<file path="src/rtl/id_ex_alu_issue.sv">
// ID/EX issue register for the RV32I execute ALU: decodes the ID instruction into
// an ALU function and operand pair, then registers them with stall/flush control.
module id_ex_alu_issue (
    input  logic        clk,
    input  logic        rst_n,
    input  logic        valid_in,
    input  logic [31:0] instr,
    input  logic [31:0] pc,
    input  logic [31:0] rs1_data,
    input  logic [31:0] rs2_data,
    input  logic [31:0] csr_rdata,
    input  logic        stall,
    input  logic        flush,
    output logic [31:0] op1,
    output logic [31:0] op2,
    output logic [3:0]  ALU_func,
    output logic [4:0]  rd,
    output logic        reg_write,
    output logic        valid_out,
    output logic        illegal
);

    localparam logic [3:0] FN_ADD  = 4'd0;
    localparam logic [3:0] FN_SUB  = 4'd1;
    localparam logic [3:0] FN_SLL  = 4'd2;
    localparam logic [3:0] FN_SLT  = 4'd3;
    localparam logic [3:0] FN_SLTU = 4'd4;
    localparam logic [3:0] FN_XOR  = 4'd5;
    localparam logic [3:0] FN_SRL  = 4'd6;
    localparam logic [3:0] FN_SRA  = 4'd7;
    localparam logic [3:0] FN_OR   = 4'd8;
    localparam logic [3:0] FN_AND  = 4'd9;
    localparam logic [3:0] FN_LUI  = 4'd10;
    localparam logic [3:0] FN_OP1  = 4'd11;
    localparam logic [3:0] FN_NAND = 4'd12;

    localparam logic [6:0] OPC_OP     = 7'b0110011;
    localparam logic [6:0] OPC_OP_IMM = 7'b0010011;
    localparam logic [6:0] OPC_LUI    = 7'b0110111;
    localparam logic [6:0] OPC_AUIPC  = 7'b0010111;
    localparam logic [6:0] OPC_JAL    = 7'b1101111;
    localparam logic [6:0] OPC_JALR   = 7'b1100111;
    localparam logic [6:0] OPC_LOAD   = 7'b0000011;
    localparam logic [6:0] OPC_STORE  = 7'b0100011;
    localparam logic [6:0] OPC_BRANCH = 7'b1100011;
    localparam logic [6:0] OPC_SYSTEM = 7'b1110011;

    logic [6:0]  opcode;
    logic [2:0]  funct3;
    logic [6:0]  funct7;
    logic [31:0] imm_i;
    logic [31:0] imm_s;
    logic [31:0] imm_u;
    logic [3:0]  base_func;

    assign opcode = instr[6:0];
    assign funct3 = instr[14:12];
    assign funct7 = instr[31:25];
    assign imm_i  = {{20{instr[31]}}, instr[31:20]};
    assign imm_s  = {{20{instr[31]}}, instr[31:25], instr[11:7]};
    assign imm_u  = {instr[31:12], 12'b0};

    // Shared funct3 mapping for OP and OP-IMM; the funct7 variants are patched in later.
    always_comb begin
        base_func = FN_ADD;
        case (funct3)
            3'd0: base_func = FN_ADD;
            3'd1: base_func = FN_SLL;
            3'd2: base_func = FN_SLT;
            3'd3: base_func = FN_SLTU;
            3'd4: base_func = FN_XOR;
            3'd5: base_func = FN_SRL;
            3'd6: base_func = FN_OR;
            3'd7: base_func = FN_AND;
            default: base_func = FN_ADD;
        endcase
    end

    logic [31:0] dec_op1;
    logic [31:0] dec_op2;
    logic [3:0]  dec_func;
    logic        dec_write;
    logic        dec_illegal;

    always_comb begin
        dec_op1     = 32'd0;
        dec_op2     = 32'd0;
        dec_func    = FN_ADD;
        dec_write   = 1'b0;
        dec_illegal = 1'b0;
        case (opcode)
            OPC_OP: begin
                dec_op1   = rs1_data;
                dec_op2   = rs2_data;
                dec_write = 1'b1;
                if (funct7 == 7'b0000000)
                    dec_func = base_func;
                else if (funct7 == 7'b0100000 && funct3 == 3'd0)
                    dec_func = FN_SUB;
                else if (funct7 == 7'b0100000 && funct3 == 3'd5)
                    dec_func = FN_SRA;
                else
                    dec_illegal = 1'b1;
            end
            OPC_OP_IMM: begin
                dec_op1   = rs1_data;
                dec_op2   = imm_i;
                dec_func  = base_func;
                dec_write = 1'b1;
                // Only the shifts reuse the upper immediate bits as funct7.
                if (funct3 == 3'd1 || funct3 == 3'd5) begin
                    dec_op2 = {27'd0, instr[24:20]};
                    if (funct7 == 7'b0100000 && funct3 == 3'd5)
                        dec_func = FN_SRA;
                    else if (funct7 != 7'b0000000)
                        dec_illegal = 1'b1;
                end
            end
            OPC_LUI: begin
                dec_func  = FN_LUI;
                dec_op2   = imm_u;
                dec_write = 1'b1;
            end
            OPC_AUIPC: begin
                dec_op1   = pc;
                dec_op2   = imm_u;
                dec_write = 1'b1;
            end
            OPC_JAL, OPC_JALR: begin
                dec_op1   = pc;
                dec_op2   = 32'd4;
                dec_write = 1'b1;
            end
            OPC_LOAD: begin
                dec_op1   = rs1_data;
                dec_op2   = imm_i;
                dec_write = 1'b1;
            end
            OPC_STORE: begin
                dec_op1 = rs1_data;
                dec_op2 = imm_s;
            end
            OPC_BRANCH: begin
                dec_func = FN_SUB;
                dec_op1  = rs1_data;
                dec_op2  = rs2_data;
                if (funct3 == 3'd2 || funct3 == 3'd3)
                    dec_illegal = 1'b1;
            end
            OPC_SYSTEM: begin
                dec_op2   = csr_rdata;
                dec_op1   = funct3[2] ? {27'd0, instr[19:15]} : rs1_data;
                dec_write = 1'b1;
                case (funct3[1:0])
                    2'd1:    dec_func = FN_OP1;
                    2'd2:    dec_func = FN_OR;
                    2'd3:    dec_func = FN_NAND;
                    default: dec_illegal = 1'b1;
                endcase
            end
            default: dec_illegal = 1'b1;
        endcase
        if (dec_illegal) begin
            dec_op1   = 32'd0;
            dec_op2   = 32'd0;
            dec_func  = FN_ADD;
            dec_write = 1'b0;
        end
    end

    // Flush beats stall; an empty ID slot loads the same bubble as a flush.
    always_ff @(posedge clk or negedge rst_n) begin
        if (!rst_n) begin
            op1       <= 32'd0;
            op2       <= 32'd0;
            ALU_func  <= FN_ADD;
            rd        <= 5'd0;
            reg_write <= 1'b0;
            valid_out <= 1'b0;
            illegal   <= 1'b0;
        end else if (flush || (!stall && !valid_in)) begin
            op1       <= 32'd0;
            op2       <= 32'd0;
            ALU_func  <= FN_ADD;
            rd        <= 5'd0;
            reg_write <= 1'b0;
            valid_out <= 1'b0;
            illegal   <= 1'b0;
        end else if (!stall) begin
            op1       <= dec_op1;
            op2       <= dec_op2;
            ALU_func  <= dec_func;
            rd        <= instr[11:7];
            reg_write <= dec_write && (instr[11:7] != 5'd0);
            valid_out <= 1'b1;
            illegal   <= dec_illegal;
        end
    end

endmodule

</file>
<file path="config.mk">
export PLATFORM = sky130hd
export DESIGN_NAME = id_ex_alu_issue
export DESIGN_NICKNAME = d
export VERILOG_FILES = /design/src/rtl/id_ex_alu_issue.sv
export SDC_FILE = /design/constraint.sdc
export NUM_CORES = 1
export LEC_CHECK = 0
export ABC_AREA = 1
export BUFFER_PORTS_ARGS = -buffer_cell sky130_fd_sc_hd__buf_2
export CORE_UTILIZATION = 45
export CTS_CLUSTER_DIAMETER = 30
export DETAILED_ROUTE_END_ITERATION = 16
export GPL_TIMING_DRIVEN = 0
export PLACE_DENSITY = 0.8
export SYNTH_ARGS = -nofsm -noshare
export SYNTH_HDL_FRONTEND = slang
export SYNTH_SLANG_ARGS = --single-unit
export TNS_END_PERCENT = 1
</file>
<file path="constraint.sdc">
create_clock -name clk -period 1.7 [get_ports clk]
set_input_delay 0.51 -clock clk [delete_from_list [all_inputs] [get_ports clk]]
set_output_delay 0.51 -clock clk [all_outputs]
set_load 0.1 [all_outputs]
</file>
Word level (Yosys, flattened, before mapping):

Memory sizes are Yosys's and may differ from the RTL's.
Index checks and enable logic that the tools add are counted.

* flip-flop bits (word level): 76
* bits in read-only memories: 32
* input bits: 165
* output and inout port bits: 76
* logic and storage cells: 87
* memories kept: 1

Memories
* (name not given): depth 8, width 4, rd ports 1, clocked after Yosys merged registers in 0, wr ports 0, RTL line 66 `case (funct3)`

* equality and inequality tests: 19
* multiplexer cells: 39
* reductions and logical operators: 21

Operator list (count)
* $mux 32: 8
* $pmux 32 s7: 1
* $pmux 32 s3: 1
* $eq 7x6->1 const B: 4
* $eq 7x7->1 const B: 4
* $mux 4: 6
* $pmux 4 s5: 1
* $mux 1: 16
* $eq 7x5->1 const B: 2
* $pmux 4 s3: 1
* $mux 5: 2
* $reduce_or 8->1: 1
* $eq 7x2->1 const B: 1
* $logic_not 7->1: 1
* $reduce_bool 7->1: 1
* $eq 3x2->1 const B: 2
* $mux 3: 2
* $reduce_or 2->1: 3
* $reduce_or 3->1: 2
* $reduce_or 6->1: 1
* $pmux 1 s5: 1
* $reduce_bool 5->1: 1
* $reduce_or 5->1: 1
* $eq 2x2->1 const B: 2
* other kinds (8): 14

Longest topological paths before layout:

* depth after elaboration: 10
* mapped depth: 12

Worst setup path after synthesis:

Ideal clock, no wire load.

* path kind: in2reg
* start point: input port instr[13]
* end point: register op2[10]
* library setup time: 0.068 ns
* arrival: 1.673 ns
* slack: -0.040 ns
* cell stages on the path: 11
* cells stage by stage: inv_1 > ha_1 > nand2_1 > inv_1 > o211ai_1 > nand2_1 > nand3_1 > nor2_4 > buf_4 > nand3_1 > nand2_1

* word-level cells in the longest chain between the ends: 9

RTL lines
* start: declaration: RTL line 7 `input logic [31:0] instr,`
* $eq 3x3->1: RTL line 100, 111, 113
* $logic_and 1x1->1: RTL line 100, 113
* $mux 1: RTL line 100 `else if (funct7 == 7'b0100000 && funct3 == 3'd5)`
* $mux 1: RTL line 98 `else if (funct7 == 7'b0100000 && funct3 == 3'd0)`
* $mux 1: RTL line 96 `if (funct7 == 7'b0000000)`
* $pmux 1 s5: RTL line 91 `case (opcode)`
* $mux 32 (*): RTL line 163 `if (dec_illegal) begin`
* $mux 32 (*): RTL line 189 `end else if (!stall) begin`
* $mux 32 (*): RTL line 181 `end else if (flush || (!stall && !valid_in)) begin`
* end signal: assignment: RTL line 191 `op2 <= dec_op2;`
* end: declaration: RTL line 15 `output logic [31:0] op2,`

Every way passes the cells marked *; elsewhere a longest branch is shown, timed or not. The select of a mux whose other input is x is not followed.
A chain may end at the register's enable or synchronous reset.

Worst setup path in the final report:

* start point: input port instr[6]
* end point: register op2[23]

* word-level cells in the longest chain between the ends: 6

RTL lines (RTL line)
* $eq 7x6->1, or another cell as far along: 91
* $reduce_or 6->1 (no line) or $reduce_or 2->1 (tied branches)
* $pmux 1 s5 or $pmux 32 s7 (tied branches): 91
* $mux 32 (*): 163
* $mux 32 (*): 189
* $mux 32 (*): 181

Marks and branches as above.

==> results_dict.tcl <==
set metrics [dict create \
    drtPass1Iterations 5 \
    synth_most_common_cell "nand2_1" \
    grt_overflow_total 0 \
    drive_gt1_share_pct 35.2 \
    die_w_um 107 \
    wl_um 18600 \
    grt_max_degree 72 \
    design_area_um2 7090 \
    cts_buffers 9 \
    synth_top_area_share_pct 38.0 \
    setup_violations 0 \
    rr_startpoint "rd[1]" \
    synth_area_leaders "dfrtp_1 (38%), nand2_1 (25%), nand3_1 (16%)" \
    clk_latency_ps 350 \
    ys_warn_count 0 \
    dp_hpwl_um 14100 \
    avgSynthCellArea_um2 6.61 \
    synth.largest_area_cell "dfrtp_1" \
    fin_hold_ws_ps 442 \
    cp-end-kind "flop" \
    synth_nets 925 \
    die-height_um 107 \
    antennaDiodeCount 0 \
    grt_pass1_wl_um 28800 \
    drv_slew 0 \
    synth_cell_types 28 \
    routedWlPerCell_um 15.9 \
    grt_usage_pct 32.3 \
    pwr_density_cell_nw_per_um2 583 \
    crit_cells 12 \
    final_cells 1174 \
    die_area_um2 11500 \
    worstHoldPathType "in2reg" \
    p_leak_nw 4.16 \
    cp_slowest_stage_delay_ps 250 \
    synthToLayoutAreaGrowth_pct 41.9 \
    power_mw 4.14 \
    start_kind "input port" \
    grt_pass1_vias 5645 \
    antenna_found_initial 0 \
    slowest_stage "a21oi_4" \
    ys.flop_type "dfrtp_1" \
    fp-row-count 38 \
    vias 6231 \
    crit_end "op2[23]" \
    peakVddDrop_mv 0.428 \
    via_per_inst 5.31 \
    placed_cells 1135 \
    clock_sinks 76 \
    path_cells "clkbuf_4 > inv_4 > nand3_4 > a21oi_4 > nor2_4 > nand2_1 > nor2_2 > nor2_4 > buf_4 > buf_6 > nand3_1 > nand2_1" \
    layout_worst_path_cycle_share_pct 99.6 \
    route.detailed.drc 0 \
    slew_headroom_pct 65.7 \
    period_needed_ps 1690 \
    synth-seq-area-share_pct 38.0 \
    setup_tns_ps 0 \
    syn_area_um2 5000 \
    cts_htree_levels 3 \
    clk_path_buf_depth 2 \
    fmax_mhz 591 \
    placed_cell_area_um2 6410 \
    core_um2 10800 \
    hold_viol_final 0 \
    critPathKind "in2reg" \
    port_buffers 238 \
    critical_path.top_delay_family "simple AND/OR/NAND/NOR gates" \
    critical_path_buf_inv_count 4 \
    cts_tree "done" \
    worst_pin_slew_ps 518 \
    cap_violations 0 \
    initial_core_util_pct 46.1 \
    dr.first_iter.drc_count 739 \
    synth-seq-cells 76 \
    ys_async_sr_fraction_pct 100 \
    ant_nets 0 \
    skew_ps 0 \
    startpoint "instr[6]" \
    path_max_fanout 10 \
    synth_common_cells "nand2_1 (330), nand3_1 (164), dfrtp_1 (76)" \
    reg2reg_depth 1 \
    nets 1198 \
    arrival_ps 1990 \
    rrSetupSlack_ps 980 \
    cts_root_buf "clkbuf_8" \
    r2r-end "rd[1]" \
    rsz0062_at_grt "true" \
    synth-edff-count 0 \
    status "complete, no violations" \
    path_clk_slew_ps 90 \
    crit_required_ps 1990 \
    ios 241 \
    place.gp.congestion 0.941 \
    netlist_instances 756 \
]
[how the worst min path moves through the flow]
stage / from / end / slack (ps) / cells after the start
3_5_place_dp: rst_n / op1[18] / 330 / 1
3_3_place_gp: op2[10] / op2[10] / 460 / 2
2_1_floorplan: rst_n / ALU_func[0] / 210 / 0
6_report: flush / valid_out / 440 / 4
4_1_cts: flush / valid_out / 440 / 4
5_1_grt: flush / valid_out / 460 / 4
[placed cells by master (no fill, tap or decap), types with 2 or more instances in the layout]
cell,netlist,final
inv_1,22,18
ha_1,4,2
clkbuf_2,0,11
nand2_2,2,3
nor3_4,0,2
inv_6,0,2
o211ai_1,2,2
clkbuf_1,18,9
o21ai_4,1,2
inv_2,7,7
buf_2,16,237
a21oi_2,2,2
a21oi_1,4,3
o21ai_1,3,2
nand2_4,0,3
clkbuf_8,0,9
clkbuf_4,0,13
buf_6,0,11
dfrtp_1,76,76
nand4_1,6,6
nand3_2,0,4
buf_4,13,28
bufinv_16,0,2
o21ai_0,18,17
a22oi_1,6,6
inv_4,0,3
nand2_1,330,326
nor2_1,27,19
nand3_1,164,159
nor2_4,2,10
nand3b_1,21,21
nor2_2,5,5
ha_4,0,2
[report_power, final]
group          switching (mW)  internal, mW
sequential            0.00501          1.82
combinational           0.462         0.265
clock                   0.750         0.838
[layer usage]
| metal | routed length [µm] | track usage, % | vias up |
|---|---|---|---|
| met2 | 8670 | 52.2 | 289 |
| li1 | - | - | 3018 |
| met3 | 1310 | 4.42 | 38 |
| met5 | 0 | 0 | - |
| met4 | 489 | 10.8 | 0 |
| met1 | 8170 | 44.5 | 2886 |
[state kept, by name (all words and copies together), names as in the netlist]
signal,cells
ALU_func,4
illegal,1
op1,32
op2,32
rd,5
reg_write,1
valid_out,1
[tightest hold or removal path: stages]
cell	delay (ps)
buf_2	80
nor2_1	50
inv_2	80
nor2_1	40
[cells by family after synthesis]
| logic type | after synthesis | share of synthesized area [%] |
|---|---|---|
| compound gates | 39 | 4.83 |
| fa+ha+maj | 4 | 1.00 |
| buf+inv | 77 | 7.16 |
| flops | 76 | 38.0 |
| simple gates | 560 | 49.0 |
[repair_timing]
action	in CTS	in global routing
resized for setup	22	78
pin swaps	3	15
hold endpoints to repair	5	0
setup endpoints to repair	70	78
cloned	0	0
hold buffers	1	0
setup buffers	6	16
[final cells by class]
class	instances	area [µm²]
fill	1050	3750
multi-input combinational	603	2930
sequential	76	1900
timing repair buffer	262	1420
buffer	48	329
tap	140	175
clock buffer	11	131
inverter	29	121
clock inverter	5	85.1
[metrics by stage]
| stage | worst slack [ps] | utilization [%] |
|---|---|---|
| 3_5_place_dp | -613 | 59.2 |
| 3_3_place_gp | -613 | 58.9 |
| 2_1_floorplan | -13.5 | - |
| 6_report | 6.71 | 65.4 |
| 4_1_cts | 2.84 | 62.2 |
| 5_1_grt | -73.2 | 65.4 |
Power figures use the tool's default switching activity.
